<file path="src/rtl/taiga_types.sv">
// taiga_types: shared queue-tracking types and helpers
package taiga_types;
  typedef struct packed {
    logic empty;
    logic valid;
    logic almost_empty;
    logic almost_full;
    logic full;
    logic can_push_max;
  } occ_flags_t;
  function automatic int unsigned onehot_to_count(input logic [255:0] oh);
    int unsigned c;
    c = 0;
    for (int i = 0; i < 256; i++) if (oh[i]) c |= i;
    return c;
  endfunction
endpackage

</file>
<file path="src/rtl/occupancy_channel.sv">
// occupancy_channel: one-hot occupancy tracker with saturation, sticky errors and flags
module occupancy_channel
  import taiga_types::*;
#(
  parameter int DEPTH = 8,
  parameter int MAX_PUSH = 2,
  parameter int MAX_POP = 2,
  parameter int AF_MARGIN = 1,
  parameter int AE_MARGIN = 1,
  localparam int CW = $clog2(DEPTH + 1),
  localparam int PW = $clog2(MAX_PUSH + 1),
  localparam int OW = $clog2(MAX_POP + 1)
) (
  input  logic          clk,
  input  logic          rst,
  input  logic [PW-1:0] push,
  input  logic [OW-1:0] pop,
  input  logic          err_clear,
  output logic [CW-1:0] count,
  output logic [CW-1:0] space,
  output occ_flags_t    flags,
  output logic          overflow,
  output logic          underflow
);
  logic [DEPTH:0] occ, occ_nxt;
  logic [DEPTH+MAX_PUSH:0] shifted;
  logic signed [CW+1:0] n;
  logic ovf_set, unf_set;
  logic [CW-1:0] cnt_nxt;
  // net change and saturating next one-hot position
  always_comb begin
    n = $signed((CW+2)'(count)) + $signed((CW+2)'(push)) - $signed((CW+2)'(pop));
    ovf_set = n > $signed((CW+2)'(DEPTH));
    unf_set = n < 0;
    shifted = ((DEPTH+MAX_PUSH+1)'(occ) << push) >> pop;
    occ_nxt = ovf_set ? {1'b1, {DEPTH{1'b0}}} : unf_set ? {{DEPTH{1'b0}}, 1'b1} : shifted[DEPTH:0];
    cnt_nxt = CW'(onehot_to_count(256'(occ_nxt)));
  end
  // state, encoded count/space and sticky errors (set beats clear)
  always_ff @(posedge clk) begin
    if (rst) begin
      occ <= {{DEPTH{1'b0}}, 1'b1};
      count <= '0;
      space <= CW'(DEPTH);
      overflow <= 1'b0;
      underflow <= 1'b0;
    end else begin
      occ <= occ_nxt;
      count <= cnt_nxt;
      space <= CW'(DEPTH) - cnt_nxt;
      overflow <= ovf_set | (overflow & ~err_clear);
      underflow <= unf_set | (underflow & ~err_clear);
    end
  end
  // flags are plain ORs over the one-hot state
  always_comb begin
    flags.empty = occ[0];
    flags.valid = ~occ[0];
    flags.almost_empty = |occ[AE_MARGIN:1];
    flags.almost_full = |occ[DEPTH-1:DEPTH-AF_MARGIN];
    flags.full = occ[DEPTH];
    flags.can_push_max = |occ[DEPTH-MAX_PUSH:0];
  end
  // exactly one occupancy bit must be set outside reset
  always_ff @(posedge clk) begin
    assert (rst || $onehot(occ));
  end
endmodule

</file>
<file path="src/rtl/multi_channel_occupancy.sv">
// multi_channel_occupancy: per-channel occupancy trackers behind packed buses
module multi_channel_occupancy
  import taiga_types::*;
#(
  parameter int DEPTH = 8,
  parameter int CHANNELS = 2,
  parameter int MAX_PUSH = 2,
  parameter int MAX_POP = 2,
  parameter int AF_MARGIN = 1,
  parameter int AE_MARGIN = 1,
  localparam int CW = $clog2(DEPTH + 1),
  localparam int PW = $clog2(MAX_PUSH + 1),
  localparam int OW = $clog2(MAX_POP + 1)
) (
  input  logic                   clk,
  input  logic                   rst,
  input  logic [CHANNELS*PW-1:0] push_cnt,
  input  logic [CHANNELS*OW-1:0] pop_cnt,
  input  logic                   err_clear,
  output logic [CHANNELS*CW-1:0] count,
  output logic [CHANNELS*CW-1:0] space,
  output logic [CHANNELS-1:0]    empty,
  output logic [CHANNELS-1:0]    valid,
  output logic [CHANNELS-1:0]    almost_empty,
  output logic [CHANNELS-1:0]    almost_full,
  output logic [CHANNELS-1:0]    full,
  output logic [CHANNELS-1:0]    can_push_max,
  output logic [CHANNELS-1:0]    overflow,
  output logic [CHANNELS-1:0]    underflow
);
  for (genvar g = 0; g < CHANNELS; g++) begin : g_ch
    occ_flags_t f;
    occupancy_channel #(
      .DEPTH(DEPTH), .MAX_PUSH(MAX_PUSH), .MAX_POP(MAX_POP),
      .AF_MARGIN(AF_MARGIN), .AE_MARGIN(AE_MARGIN)
    ) u_ch (
      .clk(clk),
      .rst(rst),
      .push(push_cnt[g*PW +: PW]),
      .pop(pop_cnt[g*OW +: OW]),
      .err_clear(err_clear),
      .count(count[g*CW +: CW]),
      .space(space[g*CW +: CW]),
      .flags(f),
      .overflow(overflow[g]),
      .underflow(underflow[g])
    );
    assign empty[g] = f.empty;
    assign valid[g] = f.valid;
    assign almost_empty[g] = f.almost_empty;
    assign almost_full[g] = f.almost_full;
    assign full[g] = f.full;
    assign can_push_max[g] = f.can_push_max;
  end
endmodule
</file>
<file path="config.mk">
export PLATFORM = sky130hd
export DESIGN_NAME = multi_channel_occupancy
export DESIGN_NICKNAME = d
export VERILOG_FILES = /design/src/rtl/taiga_types.sv /design/src/rtl/occupancy_channel.sv /design/src/rtl/multi_channel_occupancy.sv
export SDC_FILE = /design/constraint.sdc
export NUM_CORES = 1
export LEC_CHECK = 0
export CAP_MARGIN = 15
export CORE_MARGIN = 5
export CORE_UTILIZATION = 45
export CTS_CLUSTER_SIZE = 25
export DETAILED_ROUTE_END_ITERATION = 7
export PLACE_DENSITY = 0.79
export SYNTH_ARGS = -nofsm -noshare
export SYNTH_HDL_FRONTEND = slang
export SYNTH_HIERARCHICAL = 1
export SYNTH_SLANG_ARGS = --single-unit
</file>
<file path="constraint.sdc">
create_clock -name clk -period 7.6 [get_ports clk]
set_clock_uncertainty 0.2 [all_clocks]
set_input_delay 1.52 -clock clk [delete_from_list [all_inputs] [get_ports clk]]
set_output_delay 1.52 -clock clk [all_outputs]
set_load 0.02 [all_outputs]
</file>
# Yosys cells after proc, flatten, opt, wreduce, memory -nomap -nowiden
# Cells that the tools add are included.
# totals
regBits	38
in_bits	11
out_inout_bits	32
# op_classes
n_lt_le_gt_ge	4
add_sub_neg	6
n_reduce_logical	2
n_shift	4
bitwise_logic	11
muxes	20
# op_table
op	n
9-bit two-way mux	4
3-bit two-way mux	8
9-bit by 2-bit left shift with 11-bit output	2
11-bit by 2-bit right shift with 9-bit output	2
7-bit OR reduction	2
6-bit by 5-bit greater-than comparator with 1-bit output, second input constant	2
6-bit by 1-bit < comparator with 1-bit output, second input constant	2
5-bit by 2-bit subtractor with 6-bit output	2
4-bit by 2-bit adder with 5-bit output	2
2-bit two-way mux	4
4-bit two-way mux	2
4-bit subtractor, first input constant	2
1-bit bitwise AND	4
1-bit bitwise OR	4
1-bit inverter	3
1-bit two-way mux	2

# Logic depth before layout (Yosys ltp)
# Gate-level depths: netlist of the first run.
# logic_depth
word_depth	14
mapped_depth	14
depth_no_buf	12

# Cells and area by module
# The synthesis of the first run kept the hierarchy.
# modules_own_cells
mod	seq_area_each_um2	cells_each	n_inst	area_per_inst_um2
occupancy_channel at g_ch[0].u_ch	340.3	166	1	1639.1
occupancy_channel at g_ch[1].u_ch	340.3	178	1	1541.5

# Worst setup path before layout of the first run
# OpenSTA, ideal clock, no wires.
# synth_timing
kind	in2reg
from	in push_cnt[2]
to	reg g_ch[1].u_ch.space[2]
path_stages	13
setup_time_ns	0.072
t_arrival_ns	3.839
path_slack_ns	3.490
cell_sequence	buf_6 > buf_2 > inv_1 > ha_1 > inv_1 > ha_1 > fa_1 > a21oi_1 > o21bai_1 > xnor2_1 > o211ai_1 > or3_1 > mux2i_1
# synth_via
elab_chain_len	14
word_cells_on_any_way	17
cone_classes	add/sub: 3; order compare: 2; shift: 2; mux: 10
# synth_lines
item	line	rtl
from (decl)	multi_channel_occupancy.sv:17	input logic [CHANNELS*PW-1:0] push_cnt,
4-bit by 2-bit adder with 5-bit output	occupancy_channel.sv:32	n = $signed((CW+2)'(count)) + $signed((CW+2)'(push)) - $signed((CW+2)'(pop));
5-bit by 2-bit subtractor with 6-bit output	occupancy_channel.sv:32	
6-bit by 1-bit < comparator with 1-bit output	occupancy_channel.sv:34	unf_set = n < 0;
9-bit two-way mux	occupancy_channel.sv:36	occ_nxt = ovf_set ? {1'b1, {DEPTH{1'b0}}} : unf_set ? {{DEPTH{1'b0}}, 1'b1} : shifted[DEPTH:0];
9-bit two-way mux *	occupancy_channel.sv:36	
1-bit two-way mux	taiga_types.sv:14	for (int i = 0; i < 256; i++) if (oh[i]) c |= i;
2-bit two-way mux (2 in a row)	taiga_types.sv:14	
3-bit two-way mux (3 in a row)	taiga_types.sv:14	
3-bit two-way mux *	taiga_types.sv:14	
4-bit two-way mux *	taiga_types.sv:14	
4-bit subtractor *	occupancy_channel.sv:50	space <= CW'(DEPTH) - cnt_nxt;
to (signal assigned)	occupancy_channel.sv:44	space <= CW'(DEPTH);
to (signal assigned)	occupancy_channel.sv:50	
to (decl)	occupancy_channel.sv:20	output logic [CW-1:0] space,
# Every way passes the cells marked *; elsewhere a longest branch is shown, timed or not.
# A chain may end at the register's enable or synchronous reset.

# Worst setup path in the final report of the first run
# Ends and elaborated chain as after synthesis.

==> results of run 1 <==
-- power by group --
part	internal, mW	total (mW)	switching, mW
logic	0.230	0.501	0.270
clock network	0.0728	0.142	0.0692
registers	0.216	0.259	0.0432
total	0.519	0.902	0.383
-- through the flow --
| stage | area (sq um) | hold slack, ps | power [mW] | utilization, % |
|---|---|---|---|---|
| 3_5_place_dp | 3490 | 276 | 0.764 | 51.1 |
| 3_3_place_gp | 3490 | 264 | 0.746 | 51.1 |
| 2_1_floorplan | 3180 | 341 | 0.618 | - |
| 6_report | 3590 | 284 | 0.902 | 52.5 |
| 5_1_grt | 3590 | 328 | 0.967 | 52.5 |
| 4_1_cts | 3590 | 289 | 0.909 | 52.5 |
-- state kept, by name, indices dropped and copies added (netlist names) --
signal               flops
g_ch.u_ch/count          8
g_ch.u_ch/underflow      2
g_ch.u_ch/space          6
g_ch.u_ch/overflow       2
g_ch.u_ch/occ           16
-- final cells by class --
cell class / instances / area (sq um) / share of cell area (%)
tap: 96 / 120 / 3.35
inverter: 25 / 93.8 / 2.62
clock buffer: 6 / 82.6 / 2.30
timing repair buffer: 44 / 435 / 12.1
clock inverter: 2 / 12.5 / 0.349
multi-input combinational: 254 / 2160 / 60.3
sequential: 34 / 681 / 19.0
-- Yosys cell counts, types with 9 or more instances --
cell type  count
a21oi_1       19
buf_4         14
dfxtp_1       34
ha_1          12
inv_1         23
mux2i_1       33
mux4_2        10
nand2_1       16
nand2b_1      10
nor2_1        26
nor2b_1        9
nor3_1        12
-- critical path, stage by stage --
cell	delay, ps
clkdlybuf4s50_1	1160
inv_1	210
ha_1	350
inv_1	40
ha_1	200
fa_1	410
a21oi_1	160
o21bai_1	80
xnor2_1	230
o211ai_1	390
or3_1	480
mux2i_1	130
-- metal layers --
metal	up-vias	global-route usage [%]	part of all wire (%)
met1	1283	22.2	43
li1	1273	-	-
met2	100	29.2	50
met3	11	2.88	6.0
met4	0	5.29	1.3
met5	-	0	0
-- worst max-delay path by stage --
stage | from | slack (ps) | to
after floorplan | push_cnt[2] | 3490 | g_ch[1].u_ch/space[2]$_SDFF_PP0_
after CTS | push_cnt[2] | 2270 | g_ch[1].u_ch/space[2]$_SDFF_PP0_
after detailed placement | push_cnt[2] | 1980 | g_ch[1].u_ch/space[2]$_SDFF_PP0_
after global placement | push_cnt[2] | 2160 | g_ch[1].u_ch/space[2]$_SDFF_PP0_
final | push_cnt[2] | 2260 | g_ch[1].u_ch/space[2]$_SDFF_PP0_
after global routing | push_cnt[2] | 1930 | g_ch[1].u_ch/space[2]$_SDFF_PP0_
-- kinds of logic (layout without fill, tap and decap cells) --
family,Yosys count,after routing,synth area share (%)
and+or+nand+nor,102,102,17.9
AOI/OAI and AO/OA,69,69,16.4
buffers and inverters,56,77,10.7
muxes,55,55,23.1
DFF,34,34,21.4
adders and majority gates,16,16,7.24
xor gates and xnor gates,12,12,3.30
==> out/results.ini, run 1 <==
[critical_path]
r2r_slack_ps = 4400
crit_fanout = 24
rr_worst_depth = 10
cp-start-kind = input port
r2r-end = g_ch[1].u_ch/space[2]$_SDFF_PP0_
crit_type = input port to register
rr_startpoint = g_ch[1].u_ch/count[1]$_SDFF_PP0_
worstPathRequired_ps = 7620
arrival_ps = 5360
crit_path_end_kind = register

[yosys]
yosysSeqAreaShare_pct = 21.4
synth_seq_cells = 34
synth.area.top_cells = dfxtp_1 (21%), mux2i_1 (10%), mux4_2 (7.1%)
synth_nets = 371
synth_area_sq_um = 3180
syn_avg_cell_area_sq_um = 9.25
yosysTopAreaCell = dfxtp_1
synth_warnings = 6
syn_inst = 344
async_flop_share_pct = 0
synth.top_cell.area_share_pct = 21.4
synth_ff_type = dfxtp_1
synth_cell_types = 68
synth_edf_count = 0

[timing]
relSlewSlack_pct = 30.2
fin_crit_sh_pct = 70.2
fin_tns_setup_ps = 0
fmax_mhz = 187
min_period_ps = 5340
final_hold_viol_count = 0
setup_viol = 0
grt_setup_unrepaired = no
timing.final.ws_setup_ps = 2260
finalMaxSlewViolations = 0
worstMarginPinSlew_ps = 1040

[clock_network]
cts_buffers = 5
clock_latency_ps = 290
postCtsSetupBuffers = 0
ctsHoldBuffers = 0
root_buffer = clkbuf_8
clk_pin_slew_ps = 70
tritoncts = yes
numClockSinks = 34
h-tree-depth = 2
cts_resized = 0
clockBufferDepth = 2

[finish]
antenna_cells = 0
area_growth_pct = 12.7
final_common_cell = clkdlybuf4s50_1
final_cells = 461
nFillCells = 654
drive_above_1_share_pct = 12.3
fin_nets = 391
final_cell_mix = clkdlybuf4s50_1 (42), dfxtp_1 (34), mux2i_1 (33)

[placed_design]
dp.cells = 453
port_buffers = 42
dpl_worst_slack_ps = 1980
dp_hpwl_um = 5680
routabilityCongestion = 0.967

[floorplanning]
ios = 43
coreArea_sq_um = 6830
die_area_sq_um = 8850
rows = 30
start_util_pct = 46.6
die_x_um = 94.1
die_y_um = 94.1

[route]
drc = 0
drtIter0Drc = 104
wirelength_um = 7420
dr.pass1.iters = 4
wl_per_cell_um = 16.1
drtAntennaViolNets = 0
vias = 2667
vias_per_cell = 5.79

[hold_path]
hp-class = register to register
hold_start = g_ch[0].u_ch/underflow$_SDFF_PP0_
hold-path-cell-count = 2
hold_end = g_ch[0].u_ch/underflow$_SDFF_PP0_

[global_route]
grt_first_pass_wirelength_um = 12300
antenna_found_initial = 0
grt_max_degree = 27
grt-ovfl-total = 0
grt_pass1_vias = 2549
grt_use_total_pct = 17.2

[pwr]
p_leak_nw = 1.45
power_density_nw_per_um2 = 252
vdd_drop_max_mv = 0.153

[run_status]
status = completed

[job]
maxCapViolCount = 0

Note: power is estimated with default switching activity, not from simulation.
==> run 2: changes to the inputs <==
==> constraint.sdc (replaced) <==
create_clock -name clk -period 5.35 [get_ports clk]
set_clock_uncertainty 0.2 [all_clocks]
set_input_delay 1.07 -clock clk [delete_from_list [all_inputs] [get_ports clk]]
set_output_delay 1.07 -clock clk [all_outputs]
set_load 0.02 [all_outputs]
==> run 2 against run 1 <==
Final cell count is 1.3% higher. Power is 41% higher. Core utilization is 0.60 points higher. Via count is 1.3% lower. Clock power is 37% higher. Critical path depth stayed put. Sequential share of layout area is 0.22 points lower. Global-route usage is 0.16 points lower. Non-clock buffer count is 6 higher. Worst hold slack worse by 2.9 ps. Sequential power is 43% higher. Largest cell class unchanged. Highest routed layer unchanged.
==> out/results.ini, run 2 (synthesized netlist as in run 1, its figures left out) <==
[finish]
nFillCells = 642
drive_above_1_share_pct = 13.5
final_util_pct = 53.1
fin_nets = 397
largest_reg_flops = 16
final_common_cell = clkdlybuf4s50_1
top_register = g_ch.u_ch/occ
reg_top3 = g_ch.u_ch/occ (16), g_ch.u_ch/count (8), g_ch.u_ch/space (6)
area_growth_pct = 14.0
fin_area_sq_um = 3630
final_cell_mix = clkdlybuf4s50_1 (42), dfxtp_1 (34), mux2i_1 (33)
antenna_cells = 0

[global_route]
grt_first_pass_wirelength_um = 12400
antenna_found_initial = 0
grt_use_total_pct = 17.0
grt_max_degree = 27
grt_pass1_vias = 2668
grt-ovfl-total = 0

[route]
vias = 2633
drtIter0Drc = 61
drtAntennaViolNets = 0
dr.pass1.iters = 4
wl_per_cell_um = 15.4
drc = 0
wirelength_um = 7180
vias_per_cell = 5.64

[critical_path]
cp_slowest_stage_delay_ps = 750
cpMaxStageDelayCell = clkdlybuf4s50_1
r2r_slack_ps = 2300
crit_path_end_kind = register
worstPathRequired_ps = 5360
arrival_ps = 4420
cp-start-kind = input port
crit_fanout = 15
path_cells = clkdlybuf4s50_1, inv_1, fa_1, inv_1, fa_1, a21oi_1, o21bai_1, xnor2_1, o211ai_1, buf_4, or3_1, mux2i_1
crit_type = input port to register

[timing]
fin_crit_sh_pct = 82.4
setup_viol = 0
relSlewSlack_pct = 58.6
fmax_mhz = 227
final_hold_viol_count = 0
fin_tns_setup_ps = 0
worstMarginPinSlew_ps = 616
finalMaxSlewViolations = 0
grt_setup_unrepaired = no
min_period_ps = 4410

[pwr]
p_total_mw = 1.27
power_density_nw_per_um2 = 351
vdd_drop_max_mv = 0.201
p_leak_nw = 1.48

[placed_design]
dp_hpwl_um = 5530
routabilityCongestion = 0.932
port_buffers = 42
placed_area_sq_um = 3540

[floorplanning]
rows = 30
die_x_um = 94.1
die_y_um = 94.1
die_area_sq_um = 8850
start_util_pct = 46.6
ios = 43
coreArea_sq_um = 6830

[clock_network]
clockBufferDepth = 2
cts_resized = 0
ctsHoldBuffers = 0
root_buffer = clkbuf_8
clock_latency_ps = 290
numClockSinks = 34
postCtsSetupBuffers = 0
cts_buffers = 5
h-tree-depth = 2
clk_pin_slew_ps = 60
tritoncts = yes

[run_status]
status = completed

[job]
maxCapViolCount = 0

[hold_path]
hp-class = register to register

==> run 2: per-layer routing <==
layer	vias to the layer above	share of wire, %	wire length (um)	track usage, %
li1	1287	-	-	-
met1	1273	43	3100	21.1
met2	65	50	3580	29.0
met3	8	6.0	433	4.57
met4	0	1.0	72	4.69
met5	-	0	0	0
==> run 2: critical path, delay by kind of cell <==
kind                     cells  cell delay, ps
AO/OA/AOI/OAI                3             380
XOR/XNOR                     1             240
multiplexers                 1             120
adder cells (fa/ha/maj)      2             990
AND/OR/NAND/NOR              1             370
buffers and inverters        4            1240
==> run 2: area by class of cell <==
class,instances,area (sq um),share of cell area [%]
multi-input combinational,254,2160,59.6
sequential,34,681,18.8
timing repair buffer,50,480,13.2
tap,96,120,3.31
inverter,25,93.8,2.59
clock buffer,7,86.3,2.38
clock inverter,1,5.00,0.138
==> run 2: where the power goes <==
group / switching, mW / internal, mW / leakage, nW
clock network: 0.0907 / 0.104 / 0.0482
registers: 0.0629 / 0.307 / 0.277
logic: 0.376 / 0.331 / 1.15
==> run 2: metrics by stage <==
stage | setup WS [ps] | cells | hold WS, ps
floorplan | 1690 | 344 | 341
global placement | 779 | 459 | 262
detailed placement | 683 | 459 | 270
CTS | 964 | 467 | 284
global route | 635 | 467 | 303
finish | 940 | 467 | 281
==> run 2: final timing paths <==
check,start,to,cells past startpoint
worst min-delay path,g_ch[0].u_ch/underflow$_SDFF_PP0_,g_ch[0].u_ch/underflow$_SDFF_PP0_,2
worst max register to register,g_ch[1].u_ch/count[1]$_SDFF_PP0_,g_ch[1].u_ch/space[2]$_SDFF_PP0_,11
worst max-delay path,push_cnt[3],g_ch[1].u_ch/space[2]$_SDFF_PP0_,12
worst min register to register,g_ch[0].u_ch/underflow$_SDFF_PP0_,g_ch[0].u_ch/underflow$_SDFF_PP0_,2
==> run 3: changes to the inputs <==
==> constraint.sdc (replaced) <==
create_clock -name clk -period 4.3 [get_ports clk]
set_clock_uncertainty 0.2 [all_clocks]
set_input_delay 0.86 -clock clk [delete_from_list [all_inputs] [get_ports clk]]
set_output_delay 0.86 -clock clk [all_outputs]
set_load 0.02 [all_outputs]
==> run 3 against run 2 <==
Register-to-register slack worse by 940 ps. Power is 23% higher. Die area unchanged. Worst setup slack worse by 540 ps. Clock power increased by 12%. Non-clock buffer count is 3 higher. Design area increased by 0.28%. Sequential power rose by 25%. Critical path type unchanged. Critical endpoint unchanged.
==> out/results.ini, run 3 (synthesized netlist as in run 1, its figures left out) <==
[run_status]
status = completed

[placed_design]
routabilityCongestion = 0.974
port_buffers = 42
dpl_worst_slack_ps = 168
dp_hpwl_um = 5660

[finish]
final_util_pct = 53.2
fin_nets = 400
top_register = g_ch.u_ch/occ
antenna_cells = 0
drive_above_1_share_pct = 14.2
final_cell_mix = clkdlybuf4s50_1 (42), dfxtp_1 (34), mux2i_1 (33)
largest_reg_flops = 16
area_growth_pct = 14.4
nFillCells = 638
final_common_cell = clkdlybuf4s50_1
reg_top3 = g_ch.u_ch/occ (16), g_ch.u_ch/count (8), g_ch.u_ch/space (6)

[floorplanning]
start_util_pct = 46.6
die_y_um = 94.1
die_x_um = 94.1
coreArea_sq_um = 6830
ios = 43
rows = 30
die_area_sq_um = 8850

[global_route]
grt-ovfl-total = 0
antenna_found_initial = 0
grt_pass1_vias = 2604
grt_first_pass_wirelength_um = 12300
grt_use_total_pct = 17.0
grt_max_degree = 26

[timing]
fin_tns_setup_ps = 0
setup_viol = 0
worstMarginPinSlew_ps = 552
fmax_mhz = 257
timing.final.ws_setup_ps = 404
finalMaxSlewViolations = 0
relSlewSlack_pct = 62.8
grt_setup_unrepaired = no
final_hold_viol_count = 0
timing.hold.ws_ps = 280
min_period_ps = 3900
fin_crit_sh_pct = 90.6

[route]
wl_per_cell_um = 15.7
dr.pass1.iters = 4
vias = 2661
wirelength_um = 7360
drtAntennaViolNets = 0
drc = 0
drtIter0Drc = 144
vias_per_cell = 5.67

[clock_network]
clock_latency_ps = 280
numClockSinks = 34
root_buffer = clkbuf_8
ctsHoldBuffers = 0
clockBufferDepth = 2
tritoncts = yes
h-tree-depth = 2
clk_pin_slew_ps = 70
cts_buffers = 5
cts_resized = 0
postCtsSetupBuffers = 0

[critical_path]
cp-start-kind = input port
arrival_ps = 3910
worstPathRequired_ps = 4310
cpMaxStageDelayCell = clkdlybuf4s50_1
crit_family = buffers and inverters
path_cells = clkdlybuf4s50_1, inv_1, ha_1, inv_1, ha_1, fa_1, a21oi_1, o21bai_1, xnor2_1, o211ai_1, or3_1, mux2i_1
crit_type = input port to register
cp_slowest_stage_delay_ps = 740
crit_path_end_kind = register
critPathBufInv = 3
crit_fanout = 9

[pwr]
p_seq_share_pct = 29.4
p_comb_share_pct = 56.7
p_switching_mw = 0.662
power_density_nw_per_um2 = 431
vdd_drop_max_mv = 0.294
p_total_mw = 1.57
p_leak_nw = 1.49
internal_power_mw = 0.905
swShare_pct = 42.2
clkPwrFrac_pct = 13.9

[job]
maxCapViolCount = 0

[hold_path]
hp-class = register to register

[run 3: cell count changes in the layout (fill, tap and decap cells not counted), sizes merged]
cell	change
buf	+3
clkinv	+1
clkbuf	-2
[run 3: path summary, 6_finish.rpt]
kind,cells past startpoint,endpoint,slack [ps],startpoint
max,12,g_ch[1].u_ch/space[2]$_SDFF_PP0_,400,push_cnt[2]
min,2,g_ch[0].u_ch/underflow$_SDFF_PP0_,280,g_ch[0].u_ch/underflow$_SDFF_PP0_
max reg2reg,10,g_ch[0].u_ch/occ[2]$_SDFF_PP0_,1360,g_ch[0].u_ch/count[1]$_SDFF_PP0_
min reg2reg,2,g_ch[0].u_ch/underflow$_SDFF_PP0_,280,g_ch[0].u_ch/underflow$_SDFF_PP0_
[run 3: worst min-delay path: cells and delay by family (launching register included)]
family / cells / cell delay, ps
flip-flops: 1 / 310
AND/OR/NAND/NOR: 1 / 70
AO/OA/AOI/OAI: 1 / 60
[run 3: metrics by stage]
step / instances / instance area, sq um
final: 469 / 3640
after global routing: 469 / 3640
after CTS: 469 / 3640
after detailed placement: 462 / 3560
after global placement: 462 / 3560
after floorplan: 344 / 3180
[run 3: area by class of cell]
cell class | count | area, sq um | share of cell area, %
clock inverter | 2 | 10.0 | 0.275
sequential | 34 | 681 | 18.7
inverter | 25 | 93.8 | 2.58
multi-input combinational | 254 | 2160 | 59.4
tap | 96 | 120 | 3.30
timing repair buffer | 53 | 503 | 13.8
clock buffer | 5 | 68.8 | 1.89
[run 3: power by group through the flow]
stage / Sequential, mW / Clock, mW / Combinational, mW
2_1_floorplan: 0.490 / 0 / 0.602
3_3_place_gp: 0.465 / 0 / 0.865
3_5_place_dp: 0.467 / 0 / 0.887
4_1_cts: 0.461 / 0.228 / 0.892
5_1_grt: 0.470 / 0.242 / 0.970
6_report: 0.461 / 0.219 / 0.888
[run 3: per-layer routing]
layer | wire (um) | up-vias | GRT usage [%] | part of all wire [%]
met4 | 64 | 0 | 4.45 | 0.87
met5 | 0 | - | 0 | 0
li1 | - | 1288 | - | -
met3 | 406 | 12 | 3.04 | 5.5
met2 | 3680 | 88 | 29.3 | 50
met1 | 3200 | 1273 | 21.9 | 44
